**src/rtl/regfile_rd2w1.sv**
```systemverilog
// regfile_rd2w1: 32 x 32-bit integer register file with two registered read
// ports and one write port. Same-edge writes bypass into the read outputs,
// x0 is hardwired to zero, and a hold input freezes the read outputs while
// writes keep landing in the array.
module regfile_rd2w1 #(
    parameter int word_width = 32,
    parameter int addr_width = 5
) (
    input  logic                  clk,
    input  logic                  reset,
    input  logic                  rd_req,
    input  logic [addr_width-1:0] rs1_addr,
    input  logic [addr_width-1:0] rs2_addr,
    input  logic                  hold,
    input  logic                  wren,
    input  logic [addr_width-1:0] waddr,
    input  logic [word_width-1:0] wdata,
    output logic [word_width-1:0] rs1_data,
    output logic [word_width-1:0] rs2_data,
    output logic                  rsp_valid
);

    localparam int num_regs = 2 ** addr_width;

    logic [word_width-1:0] mem_q [num_regs];
    logic [word_width-1:0] rs1_data_q, rs1_data_d;
    logic [word_width-1:0] rs2_data_q, rs2_data_d;
    logic                  rsp_valid_q, rsp_valid_d;
    logic                  write_hit;

    // x0 writes are dropped here so entry 0 never leaves its reset value.
    assign write_hit = wren && (waddr != '0);

    // Read value for one port: x0 reads zero, a same-edge write wins over the
    // stored contents, otherwise the array entry.
    function automatic logic [word_width-1:0] read_port(
        input logic [addr_width-1:0] addr
    );
        if (addr == '0)
            return '0;
        else if (write_hit && (waddr == addr))
            return wdata;
        else
            return mem_q[addr];
    endfunction

    // Next read-port state: hold freezes, a request loads, idle drops valid.
    always_comb begin
        // NOTE: every output of this block gets a default first, so no path
        // leaves a variable unassigned and no latch is inferred.
        rs1_data_d  = rs1_data_q;
        rs2_data_d  = rs2_data_q;
        rsp_valid_d = rsp_valid_q;
        if (!hold) begin
            if (rd_req) begin
                rs1_data_d  = read_port(rs1_addr);
                rs2_data_d  = read_port(rs2_addr);
                rsp_valid_d = 1'b1;
            end else begin
                rsp_valid_d = 1'b0;
            end
        end
    end

    // Array and output registers; reset overrides write, read and hold.
    always_ff @(posedge clk) begin
        // NOTE: non-blocking assignments for all state so every register
        // samples pre-edge values regardless of statement order.
        if (reset) begin
            // NOTE: the array is built from flops and must clear on reset,
            // because unwritten registers are required to read back as zero.
            for (int i = 0; i < num_regs; i++)
                mem_q[i] <= '0;
            rs1_data_q  <= '0;
            rs2_data_q  <= '0;
            rsp_valid_q <= 1'b0;
        end else begin
            if (write_hit)
                mem_q[waddr] <= wdata;
            rs1_data_q  <= rs1_data_d;
            rs2_data_q  <= rs2_data_d;
            rsp_valid_q <= rsp_valid_d;
        end
    end

    assign rs1_data  = rs1_data_q;
    assign rs2_data  = rs2_data_q;
    assign rsp_valid = rsp_valid_q;

endmodule

```
**config.mk**
```make
export PLATFORM = sky130hd
export DESIGN_NAME = regfile_rd2w1
export DESIGN_NICKNAME = d
export VERILOG_FILES = /design/src/rtl/regfile_rd2w1.sv
export SDC_FILE = /design/constraint.sdc
export NUM_CORES = 2
export LEC_CHECK = 0
export CORE_UTILIZATION = 65
export DETAILED_ROUTE_END_ITERATION = 7
export PLACE_DENSITY = 0.87
export SYNTH_ARGS = -nofsm -noshare
export SYNTH_HDL_FRONTEND = slang
export SYNTH_SLANG_ARGS = --single-unit
```
**constraint.sdc**
```tcl
create_clock -name clk -period 6.15 [get_ports clk]
set_clock_uncertainty 0.1 [all_clocks]
set_input_delay 0.615 -clock clk [delete_from_list [all_inputs] [get_ports clk]]
set_output_delay 0.615 -clock clk [all_outputs]
set_load 0.01 [all_outputs]
```
## After elaboration in Yosys (flattened, before gate mapping)

Memory sizes are Yosys's and may differ from the RTL's.
Index checks and enable logic that the tools add are counted.

- Bitwise operators: 1
- Equality and inequality tests: 2
- Reductions and logical operators: 8
- Mux-type cells: 13

Operators with widths:

| operator | number |
|---|---|
| $mux W32 | 5 |
| $reduce_or A32 Y1 | 1 |
| $eq A5 B5 Y1 | 2 |
| $logic_not A5 Y1 | 2 |
| $mux W1 | 7 |
| $mux W5 | 1 |
| $reduce_bool A5 Y1 | 1 |
| $logic_and A1 B1 Y1 | 3 |
| $reduce_and A2 Y1 | 1 |
| $not A1 Y1 | 1 |

- Flip-flop bits (word level): 65
- Memory bits (writable): 1024
- Output and inout port bits: 65
- Memories: 1
- Word-level logic and storage cells: 28

Memory list:

| name | words | bits a word | read ports | clocked after Yosys merged registers in | wr ports | line | text |
|---|---|---|---|---|---|---|---|
| mem_q | 32 | 32 | 2 | 0 | 32 | 25 | `logic [word_width-1:0] mem_q [num_regs];` |

## Longest topological paths before layout

- Depth after elaboration: 7
- Depth in mapped cells: 9
- Depth with buffers taken out: 5

## Worst setup path after synthesis

OpenSTA, ideal clock, no wires.

- Path kind: in2reg
- From: input waddr[3]
- To: memory mem_q[12][0], enable pin
- Buffers on the path: 3
- Data required time: 5.720 ns
- Arrival time: 2.183 ns
- Slack: 3.537 ns
- Cell stages on the path: 7
- Cells stage by stage: buf_2 or3_1 buf_6 nand4bb_1 clkbuf_1 nor2_1 or2_2

RTL lines:

| item | line | text |
|---|---|---|
| start: declaration | 16 | `input logic [addr_width-1:0] waddr,` |
| end: declaration | 25 |  |

==> results.md <==
Drt:
- The remaining routing DRC violations is 0.
- The first detailed-routing pass ran for 8 iterations.
- The number of DRC markers after the initial detailed-route iteration is 6197.
- Dividing the detail-routed via count by the number of cells gives 7.661.
- In this run the remaining antenna-violating nets after routing total 0.
- The post-detailed-route wirelength per cell is 36.45 um.
- The detailed-route wire length is 176500 um.
- The number of vias in the routed layout is 37100.

Layout:
- Summing all multi-input logic gate instances after layout gives 0.02263 mm2.
- The layout filler cell count is 5003.
- The area taken by flip-flops and latches is 0.03205 mm2.
- The fraction of final layout cells with drive strength greater than 1 is 24.06%.
- For this run, the post-layout net count is 3644.
- Once layout is complete, the cells apart from fillers number 4843.
- The synthesis-to-layout area growth is 9.861%.

Worst setup path:
- The critical path contains buffers and inverters numbering 2 combined.
- The worst setup path is captured at a flip-flop.
- The data arrival time of the critical path is 4090 ps.
- Traced cell by cell, the critical path runs through clkdlybuf4s50_1 -> or3_1 -> nand4bb_1 -> nor2_2 -> buf_4 -> or2_2.
- The largest single stage delay on the critical path is 950 ps.
- The kind of cell with the highest combined delay along the critical path is simple AND/OR/NAND/NOR gates.
- STA puts the critical path data required time at 6360 ps.
- For this design, the slowest cell found on the critical path is sky130_fd_sc_hd__or2_2.
- The type of the setup path with the least slack is primary input to flip-flop.
- The category of the worst setup path launch point is a primary input.
- The maximum net fanout on the critical path is 33.

Synthesis:
- In this run the mean area of a mapped cell was 15.48 um2.
- Yosys printed 0 warnings.
- The cell with the most instances after synthesis is sky130_fd_sc_hd__and2_1.
- The gate count of the mapped netlist is 3636.
- Sequential elements use 56.96% of the synthesized area.
- The area of the mapped netlist is 0.05627 mm2.
- The netlist uses 52 different library cells.
- Ranked by total cell area, the synthesized netlist is headed by sky130_fd_sc_hd__edfxtp_1 55%, sky130_fd_sc_hd__mux4_2 21%, sky130_fd_sc_hd__and2_1 12%.
- After Yosys synthesis, XOR and XNOR cells account for 0.1556% of the synthesized area.
- Counting instances in the post-synthesis netlist gives the leading cell types as 1055 x sky130_fd_sc_hd__and2_1, 1024 x sky130_fd_sc_hd__edfxtp_1, 516 x sky130_fd_sc_hd__mux4_2.
- The adder-cell share of the synthesized area is 0%.
- The fraction of synthesized area in multiplexers is 20.74%.
- The dominant combinational cell family by area after synthesis is multiplexers.
- In the synthesized netlist the dominant register cell turns out to be sky130_fd_sc_hd__edfxtp_1.
- The number of enable flip-flop cells after synthesis is 1024.
- The post-synthesis sequential element count is 1089.
- The share of synthesized registers carrying an async set or reset is 0%.
- The cell taking the most area after synthesis is sky130_fd_sc_hd__edfxtp_1.
- The share of synthesized area in the top cell type comes to 54.64%.
- The compound-cell area share of the yosys netlist is 4.834%.
- The share of synthesized cell area in and, or, nand and nor gates is 14.01%.

STA:
- The max-slew violation total from the final report is 0.
- Setup total negative slack on the finished layout was measured at 0 ps.
- The relative slew slack is 1.613%.
- The shortest period the worst path allows is 3881 ps.
- The final worst-path cycle share is 63.11%.
- The transition time of the tightest slew-check pin is 1473 ps.
- The number of hold-slack violations in the final timing report is 0.
- Derived from the worst setup path, the maximum achievable clock frequency is 257.7 MHz.
- Across all hold checks on the routed design, the worst slack comes to 304.1 ps.
- Setup violations remaining at the end of the flow were counted as 0.
- Setup repair after global routing left no endpoint under its margin.

CTS:
- The clock tree synthesis step divided the H-tree into 3 levels.
- Buffers inserted during clock tree synthesis total 108.
- The cell sitting at the root of the clock tree is a sky130_fd_sc_hd__clkbuf_16.
- The CTS tree is yes.
- The clock drives 1089 sinks.
- The buffers inserted during post-CTS setup optimization is 0.
- The post-CTS clock slew at the launch and capture registers of the worst setup and hold paths is 60 ps.
- The worst-skew pair later-pin latency is 710 ps.
- The largest buffer count on any clock path is 3.
- The number of cells upsized or downsized after cts is 0.
- The number of buffers added to fix hold violations after cts is 0.

Placement:
- The number of I/O port buffers is 116.
- In this run, placement finished with an instance count of 4626.
- The weighted congestion reported at the end of routability-driven placement is 0.9360.
- The wire-length estimate of the detail-placed layout is 101400 um.

GRT:
- Entering global routing, the biggest net connects 108 pins.
- The first global-routing pass estimated 254300 um of wire.
- The number of global-route vias before repair is 37250.
- The overall track demand over capacity in global routing is 41.20%.
- The number of antenna violations at the first check in global routing is 6.
- The aggregate global routing overflow is 0.

Power:
- For this design the static power due to leakage is 20.79 nW.
- Of the total power, the share spent switching nets is 24.73%.
- The share of power burned in the clock network is 38.8%.
- The net switching component of the power is 0.004333 W.
- The power density relative to cell area is 283.4 mW/mm2.
- IR analysis of the VDD net gives a maximum drop of 0.0002411 V.
- The share of total power dissipated in combinational logic is 11.0%.
- The cell internal power dissipation is 0.01319 W.
- The sequential power share is 50.2%.

Floorplanning:
- The area of the core is 0.08541 mm2.
- In this run the vertical extent of the chip is 296.2 um.
- Row generation in the floorplan step produced 107 rows.
- The number of I/O pins is 117.
- Once the floorplan was initialized, standard cells occupied 65.88% of the core.
- The area enclosed by the die boundary is 0.08775 mm2.
- The die width is 296.2 um.

Min path:
- The min-delay analysis places its worst path in the category primary input to flip-flop.

Run status:
- The flow ran to the end, and the final reports show no timing, DRC or antenna violations.

Run:
- Across the run, the number of max-cap violations was 0.
==> worst paths after layout <==
path	from	end	slack (ps)	depth (start not counted)
min	reset	rsp_valid	300	2
min reg2reg	rs2_data[15]	rs2_data[15]	390	1
max	waddr[2]	mem_q[16][7]	2270	6
max reg2reg	mem_q[12][17]	rs2_data[17]	3600	4
==> registers in the layout, summed over array words and instances (netlist names) <==
signal and cells:
mem_q 1024, rs1_data 32, rs2_data 32, rsp_valid 1
==> cell families (layout without fill, tap and decap cells) <==
family / after synthesis / in the layout
compound gates: 335 / 335
buf+inv: 406 / 426
mux: 521 / 521
other cells: 1 / 44
xor+xnor: 10 / 10
flops: 1089 / 1089
simple gates: 1274 / 1274
==> worst reg2reg max path: cells and delay by family (launching register included) <==
family	cells	cell delay, ps
AOI/OAI and AO/OA	2	1150
muxes	1	530
DFF	1	400
and+or+nand+nor	1	260
==> through the flow <==
stage / total power, W / utilization, % / cell area (um2) / setup slack [ps]
final: 0.01752 / 72.38 / 61820 / 2269
after global routing: 0.01781 / 72.35 / 61800 / 2282
after CTS: 0.01739 / 72.34 / 61790 / 2431
after detailed placement: 0.01076 / 68.11 / 58180 / 1779
after global placement: 0.01069 / 68.08 / 58150 / 1801
after floorplan: 0.01002 / - / 56390 / 3537
==> routing by layer <==
| metal | track usage, % | share of wire [%] |
|---|---|---|
| met2 | 59.40 | 44 |
| met4 | 25.25 | 7.5 |
| met1 | 52.93 | 31 |
| met3 | 16.09 | 17 |
| met5 | 0.7206 | 0.10 |
==> cell usage in the layout, fill, tap and decap left out, types with 10 or more instances in the layout <==
cell / instances
sky130_fd_sc_hd__and3_1: 28
sky130_fd_sc_hd__buf_4: 93
sky130_fd_sc_hd__conb_1: 32
sky130_fd_sc_hd__o221ai_1: 31
sky130_fd_sc_hd__a22oi_1: 70
sky130_fd_sc_hd__a211oi_1: 87
sky130_fd_sc_hd__o22ai_1: 27
sky130_fd_sc_hd__a21oi_1: 11
sky130_fd_sc_hd__a221o_1: 56
sky130_fd_sc_hd__clkbuf_1: 24
sky130_fd_sc_hd__xnor2_1: 10
sky130_fd_sc_hd__nor4_1: 56
sky130_fd_sc_hd__edfxtp_1: 1024
sky130_fd_sc_hd__clkinv_2: 23
sky130_fd_sc_hd__or2_2: 32
sky130_fd_sc_hd__nor2_2: 31
sky130_fd_sc_hd__diode_2: 12
sky130_fd_sc_hd__clkdlybuf4s50_1: 107
sky130_fd_sc_hd__o22a_1: 31
sky130_fd_sc_hd__clkbuf_16: 110
sky130_fd_sc_hd__clkbuf_8: 16
sky130_fd_sc_hd__dfxtp_1: 65
sky130_fd_sc_hd__nor2b_1: 28
sky130_fd_sc_hd__mux4_2: 516
sky130_fd_sc_hd__and2_1: 1054
==> final cells by class <==
cell class / instances / share of cell area [%]
Sequential cell: 1089 / 51.84
Multi-Input combinational cell: 2172 / 36.60
Clock buffer: 150 / 4.955
Timing Repair Buffer: 219 / 3.331
Tap cell: 1144 / 2.315
Clock inverter: 55 / 0.8905
Antenna cell: 12 / 0.04857
Inverter: 2 / 0.01214
==> power groups by stage <==
| stage | combinational, W | sequential [W] | clock [W] |
|---|---|---|---|
| floorplan | 0.00122 | 0.00880 | 0 |
| global placement | 0.00181 | 0.00888 | 0 |
| detailed placement | 0.00184 | 0.00892 | 0 |
| CTS | 0.00186 | 0.00877 | 0.00675 |
| global route | 0.00196 | 0.00882 | 0.00702 |
| finish | 0.00194 | 0.00879 | 0.00679 |
(Power assumes the default switching activity.)
